===== src/rtl/tone_sequencer.sv =====
// Song ROM walker: fetches {note, dur} entries and drives note index, gate and note-on
// to the tone datapath, paced by the tempo strobe, with pause/loop/stop and an articulation gap.
module tone_sequencer #(
  parameter int IDX_BW  = 6,
  parameter int DUR_BW  = 4,
  parameter int ADDR_BW = 6,
  parameter int GAP_BW  = 16,
  parameter int GAP_CYC = 4800
) (
  input  logic                     clk_i,
  input  logic                     rst_i,
  input  logic                     strb_i,
  input  logic                     start_i,
  input  logic                     stop_i,
  input  logic                     pause_i,
  input  logic                     loop_i,
  output logic [ADDR_BW-1:0]       rom_addr_o,
  input  logic [IDX_BW+DUR_BW-1:0] rom_data_i,
  output logic [IDX_BW-1:0]        note_index_o,
  output logic                     note_on_o,
  output logic                     gate_o,
  output logic                     busy_o,
  output logic                     done_o
);

  typedef enum logic [2:0] {
    IDLE  = 3'd0,
    FETCH = 3'd1,
    PLAY  = 3'd2,
    GAP   = 3'd3,
    PAUSE = 3'd4
  } state_t;

  localparam logic [GAP_BW-1:0] GAP_LOAD = GAP_BW'(GAP_CYC);

  state_t              state_q, state_n;
  state_t              saved_q, saved_n;
  logic [DUR_BW-1:0]   dur_q, dur_n;
  logic [GAP_BW-1:0]   gap_q, gap_n;
  logic [ADDR_BW-1:0]  addr_n;
  logic [IDX_BW-1:0]   idx_n;
  logic                note_on_n, gate_n, busy_n, done_n;

  logic [IDX_BW-1:0]   rom_note;
  logic [DUR_BW-1:0]   rom_dur;

  assign rom_note = rom_data_i[IDX_BW+DUR_BW-1:DUR_BW];
  assign rom_dur  = rom_data_i[DUR_BW-1:0];

  always_ff @(posedge clk_i or posedge rst_i) begin
    if (rst_i) begin
      state_q      <= IDLE;
      saved_q      <= IDLE;
      dur_q        <= '0;
      gap_q        <= '0;
      rom_addr_o   <= '0;
      note_index_o <= '0;
      note_on_o    <= 1'b0;
      gate_o       <= 1'b0;
      busy_o       <= 1'b0;
      done_o       <= 1'b0;
    end else begin
      state_q      <= state_n;
      saved_q      <= saved_n;
      dur_q        <= dur_n;
      gap_q        <= gap_n;
      rom_addr_o   <= addr_n;
      note_index_o <= idx_n;
      note_on_o    <= note_on_n;
      gate_o       <= gate_n;
      busy_o       <= busy_n;
      done_o       <= done_n;
    end
  end

  always_comb begin
    state_n   = state_q;
    saved_n   = saved_q;
    dur_n     = dur_q;
    gap_n     = gap_q;
    addr_n    = rom_addr_o;
    idx_n     = note_index_o;
    gate_n    = gate_o;
    note_on_n = 1'b0;
    done_n    = 1'b0;

    if (stop_i) begin
      state_n = IDLE;
      dur_n   = '0;
      gap_n   = '0;
      addr_n  = '0;
      idx_n   = '0;
      gate_n  = 1'b0;
    end else if (start_i) begin
      state_n = FETCH;
      addr_n  = '0;
      gate_n  = 1'b0;
    end else begin
      unique case (state_q)
        IDLE: begin
          addr_n = '0;
          idx_n  = '0;
          gate_n = 1'b0;
        end
        FETCH: begin
          if (rom_dur != '0) begin
            state_n   = PLAY;
            idx_n     = rom_note;
            dur_n     = rom_dur;
            gate_n    = (rom_note != '0);
            note_on_n = (rom_note != '0);
          end else if (loop_i && rom_addr_o != '0) begin
            addr_n = '0;
          end else begin
            state_n = IDLE;
            done_n  = 1'b1;
            addr_n  = '0;
            idx_n   = '0;
            gate_n  = 1'b0;
          end
        end
        PLAY: begin
          if (pause_i) begin
            state_n = PAUSE;
            saved_n = PLAY;
            gate_n  = 1'b0;
          end else if (strb_i) begin
            if (dur_q == DUR_BW'(1)) begin
              gate_n = 1'b0;
              dur_n  = '0;
              if (GAP_CYC != 0) begin
                state_n = GAP;
                gap_n   = GAP_LOAD;
              end else begin
                state_n = FETCH;
                addr_n  = rom_addr_o + ADDR_BW'(1);
              end
            end else begin
              dur_n = dur_q - DUR_BW'(1);
            end
          end
        end
        GAP: begin
          gate_n = 1'b0;
          if (pause_i) begin
            state_n = PAUSE;
            saved_n = GAP;
          end else if (gap_q == GAP_BW'(1)) begin
            state_n = FETCH;
            gap_n   = '0;
            addr_n  = rom_addr_o + ADDR_BW'(1);
          end else begin
            gap_n = gap_q - GAP_BW'(1);
          end
        end
        PAUSE: begin
          gate_n = 1'b0;
          // Resuming a sounding note re-triggers the envelope
          if (!pause_i) begin
            state_n = saved_q;
            if (saved_q == PLAY && note_index_o != '0) begin
              gate_n    = 1'b1;
              note_on_n = 1'b1;
            end
          end
        end
        default: state_n = IDLE;
      endcase
    end

    busy_n = (state_n != IDLE);
  end

endmodule


===== config.mk =====
export PLATFORM = sky130hd
export DESIGN_NAME = tone_sequencer
export DESIGN_NICKNAME = d
export VERILOG_FILES = /design/src/rtl/tone_sequencer.sv
export SDC_FILE = /design/constraint.sdc
export NUM_CORES = 1
export LEC_CHECK = 0
export CAP_MARGIN = 10
export CORE_MARGIN = 2
export CORE_UTILIZATION = 55
export CTS_CLUSTER_DIAMETER = 30
export DETAILED_ROUTE_END_ITERATION = 8
export GPL_TIMING_DRIVEN = 0
export PLACE_DENSITY = 0.82
export RECOVER_POWER = 25
export REMOVE_ABC_BUFFERS = 1
export SLEW_MARGIN = 20
export SYNTH_ARGS = -nofsm -noshare
export SYNTH_HDL_FRONTEND = slang
export SYNTH_SLANG_ARGS = --single-unit

===== constraint.sdc =====
create_clock -name clk_i -period 2.6 [get_ports clk_i]
set_input_delay 0.26 -clock clk_i [delete_from_list [all_inputs] [get_ports clk_i]]
set_output_delay 0.26 -clock clk_i [all_outputs]
set_load 0.05 [all_outputs]

==> results.sh <==
export IMPL_status="finished clean"
export IMPL_worstSetupEndpointType="register"
export IMPL_synthTopCellsByArea="dfrtp_1 41%, o21ai_0 4.8%, a21oi_1 3.2%, nor3_1 3.2%, ha_1 3.0%"
export IMPL_clock_latency_ns=0.30
export IMPL_max_slew_margin_rel_pct=13.32
export IMPL_post_synth_top_count_cell="dfrtp_1"
export IMPL_muxShareOfSynthArea_pct=2.055
export IMPL_power_internal_mw=0.9607
export IMPL_post_dp_hpwl_um=4161
export IMPL_antenna_cells=0
export IMPL_wl_met2_um=2840
export IMPL_pwr_share_clk_pct=36.1
export IMPL_clock_sinks=41
export IMPL_power_density_nw_per_um2=444.2
export IMPL_hold_slack_ns=0.4133
export IMPL_ctsHoldBuffers=0
export IMPL_synth_fa_ha_area_share_pct=3.008
export IMPL_r2r_start="gap_q[1]$_DFFE_PP0P_"
export IMPL_drc=0
export IMPL_path_class="input port to register"
export IMPL_cp_required_ns=2.83
export IMPL_io_pins=33
export IMPL_synth_top_family_by_area="simple AND/OR/NAND/NOR gates"
export IMPL_grt_max_degree=30
export IMPL_synth_compound_area_share_pct=20.55
export IMPL_setup_slack_ns=0.2065
export IMPL_postSynth_topFlopCell="dfrtp_1"
export IMPL_synth_seq_cells=41
export IMPL_p_sw_share_pct=25.91
export IMPL_rsz0062_at_grt="no"
export IMPL_ctsHtreeMaxLevel=2
export IMPL_finalCritPeriodShare_pct=92.06
export IMPL_multi_input_area_um2=1338
export IMPL_syn_to_final_growth_pct=16.94
export IMPL_grt_pass1_wl_um=9818
export IMPL_die_w_um=71.37
export IMPL_synth_edf_count=0
export IMPL_drt_iter0_markers=249
export IMPL_cts_tree="yes"
export IMPL_rr_worst_depth=7
export IMPL_wirelength_met1_um=2523
export IMPL_cts_buffers_inserted=5
export IMPL_yosysTopAreaCellShare_pct=41.10
export IMPL_maxSlewViolCount=0
export IMPL_cts_setup_buffers=0
export IMPL_endpoint="gap_q[15]$_DFFE_PP0P_"
export IMPL_worstHoldPathType="input port to async pin"
export IMPL_cp_max_fo=20
export IMPL_synthXorXnorAreaFrac_pct=0.3509
export IMPL_place_congestion=0.9009
export IMPL_share_comb_of_total_power_pct=12.4
export IMPL_cts_resized=0
export IMPL_max_cap_violations=0
export IMPL_worstMarginPinSlew_ns=1.300
export IMPL_dpl_worst_slack_ns=-0.05460
export IMPL_root_buffer="clkbuf_8"
export IMPL_place_port_buffers=32
export IMPL_peakVddDrop_v=0.0003004
export IMPL_ys_warn_count=0
export IMPL_grt_usage_pct=24.08
export IMPL_ys_types=60
export IMPL_critical_path_cell_chain="clkdlybuf4s50_1 > nor2_1 > nand2_1 > or3b_4 > or3_1 > o21ai_1"
export IMPL_first_pass_iters=5
export IMPL_yosysTopAreaCell="dfrtp_1"
export IMPL_r2r_end="gap_q[15]$_DFFE_PP0P_"
export IMPL_ys_top_cells_by_count="41 x dfrtp_1, 24 x o21ai_0"
export IMPL_max_stage_delay_ns=0.83
export IMPL_p_leak_nw=1.251
export IMPL_vias_per_cell=6.473
export IMPL_seqCellArea_um2=1026
export IMPL_setup_violations=0
export IMPL_synth_seq_area_share_pct=41.10
export IMPL_clock_fmax_mhz=417.8
export IMPL_synth_simple_area_share_pct=27.57
export IMPL_wl_met3_um=328
export IMPL_final_nets=327
export IMPL_finalCriticalPeriod_ns=2.394
export IMPL_grt_pass1_vias=2139
export IMPL_final_util_pct=67.04
export IMPL_final_hold_viol_count=0
export IMPL_n_fill_cell=357
export IMPL_die_h_um=71.37
export IMPL_overflow=0
export IMPL_seq_power_share_pct=51.6
export IMPL_drive_gt1_share_pct=6.885
export IMPL_power_switching_mw=0.3360
export IMPL_initial_core_util_pct=57.33
export IMPL_synth_area_per_cell_um2=8.947
export IMPL_grt_antenna_before_repair=0
export IMPL_syn_inst=279
export IMPL_drt_total_wl_um=5800
export IMPL_core_area_um2=4354
export IMPL_startpoint_type="input port"
export IMPL_final_setup_skew_ns=0.01009
export IMPL_die_area_um2=5093
export IMPL_ant_nets=0
export IMPL_routed_top_layer="met4"
export IMPL_startpoint="stop_i"
export IMPL_cts_clk_slew_worst_paths_ns=0.08
export IMPL_p_total_mw=1.297
export IMPL_critPathSlowestCell="clkdlybuf4s50_1"
export IMPL_rows=24
export IMPL_regToRegSetupSlack_ns=0.32
export IMPL_wl_per_cell_um=16.25
export IMPL_arrival_ns=2.62
export IMPL_synthArstFlopShare_pct=100.0
export IMPL_cts_buffer_depth=2
export IMPL_num_vias=2311
export IMPL_syn_area_um2=2496
## sequential cells by signal, summed over array words and instances, names as in the netlist
register      flops
busy_o            1
done_o            1
dur_q             4
gap_q            16
gate_o            1
note_index_o      6
note_on_o         1
rom_addr_o        6
saved_q           2
state_q           3
## layout by cell type (no fill, tap or decap), types with 2 or more instances in the layout
master / synthesis / final
nor2b_1: 2 / 2
nand4_1: 2 / 2
nor4_1: 6 / 6
a211oi_1: 2 / 2
nand4b_1: 2 / 2
nand3b_1: 3 / 3
dfrtp_1: 41 / 41
a22o_1: 7 / 7
nor4b_1: 3 / 3
nor3_1: 16 / 16
or3_1: 5 / 5
clkdlybuf4s50_1: 0 / 31
mux2i_1: 4 / 4
a31oi_1: 3 / 3
or2_0: 2 / 2
o22a_1: 2 / 2
and3_1: 6 / 6
o32ai_1: 3 / 3
nand3_1: 13 / 13
o21ai_0: 24 / 24
nor3b_1: 3 / 3
ha_1: 6 / 6
inv_1: 15 / 15
or4_1: 5 / 5
nand2_1: 16 / 16
nor3_2: 3 / 3
or2_2: 2 / 2
o21ai_1: 3 / 3
nor2_1: 16 / 16
clkbuf_8: 0 / 7
nand2b_1: 4 / 4
a21oi_1: 16 / 16
o31ai_1: 3 / 3
## cells by family (layout without fill, tap and decap cells)
family	count (synthesis)	count (layout)
simple gates	118	118
flops	41	41
xor+xnor	1	1
compound gates	78	78
fa+ha+maj	6	6
mux	5	5
buf+inv	30	56
## worst min path at each step
stage,from,end,slack (ns),cells after the start
floorplan,stop_i,dur_q[2]$_DFFE_PP0P_,0.32,1
global placement,saved_q[1]$_DFFE_PP0P_,saved_q[1]$_DFFE_PP0P_,0.46,1
detailed placement,saved_q[1]$_DFFE_PP0P_,saved_q[1]$_DFFE_PP0P_,0.46,1
finish,rst_i,rom_addr_o[2]$_DFFE_PP0P_,0.41,2
CTS,rst_i,rom_addr_o[2]$_DFFE_PP0P_,0.24,2
global route,rst_i,rom_addr_o[2]$_DFFE_PP0P_,0.47,2
## power by group through the flow
stage                     logic, mW  registers, mW  clock network, mW
after floorplan              0.0797          0.692                  0
after global placement        0.155          0.680                  0
after detailed placement      0.163          0.681                  0
after CTS                     0.164          0.668              0.470
after global routing          0.176          0.670              0.504
final                         0.161          0.669              0.468
## final cells by class
type	instances	share of cell area (%)
well taps	52	2.229
flip-flops and latches	41	35.15
inverters	15	1.929
clock buffers	7	3.300
multi-input cells	208	45.82
repair buffers	33	11.40
clock inverters	1	0.1715
## per-stage QoR
step | setup TNS [ns] | std cells | instance area [um^2]
finish | 0 | 357 | 2919
CTS | 0 | 357 | 2925
global placement | -0.09566 | 348 | 2804
global route | 0 | 357 | 2919
detailed placement | -0.1247 | 349 | 2824
floorplan | 0 | 264 | 2419
## worst max-delay path: cells and delay by family
kind / cells / cell delay [ns]
AO/OA/AOI/OAI: 1 / 0.08
buffers and inverters: 1 / 0.83
AND/OR/NAND/NOR: 4 / 1.44
## metal layers
metal	up-vias	global-route usage, %
met3	15	5.345
met2	99	39.20
met4	0	9.015
met5	-	0
li1	1096	-
met1	1101	31.56
Note: power is estimated with default switching activity, not from simulation.
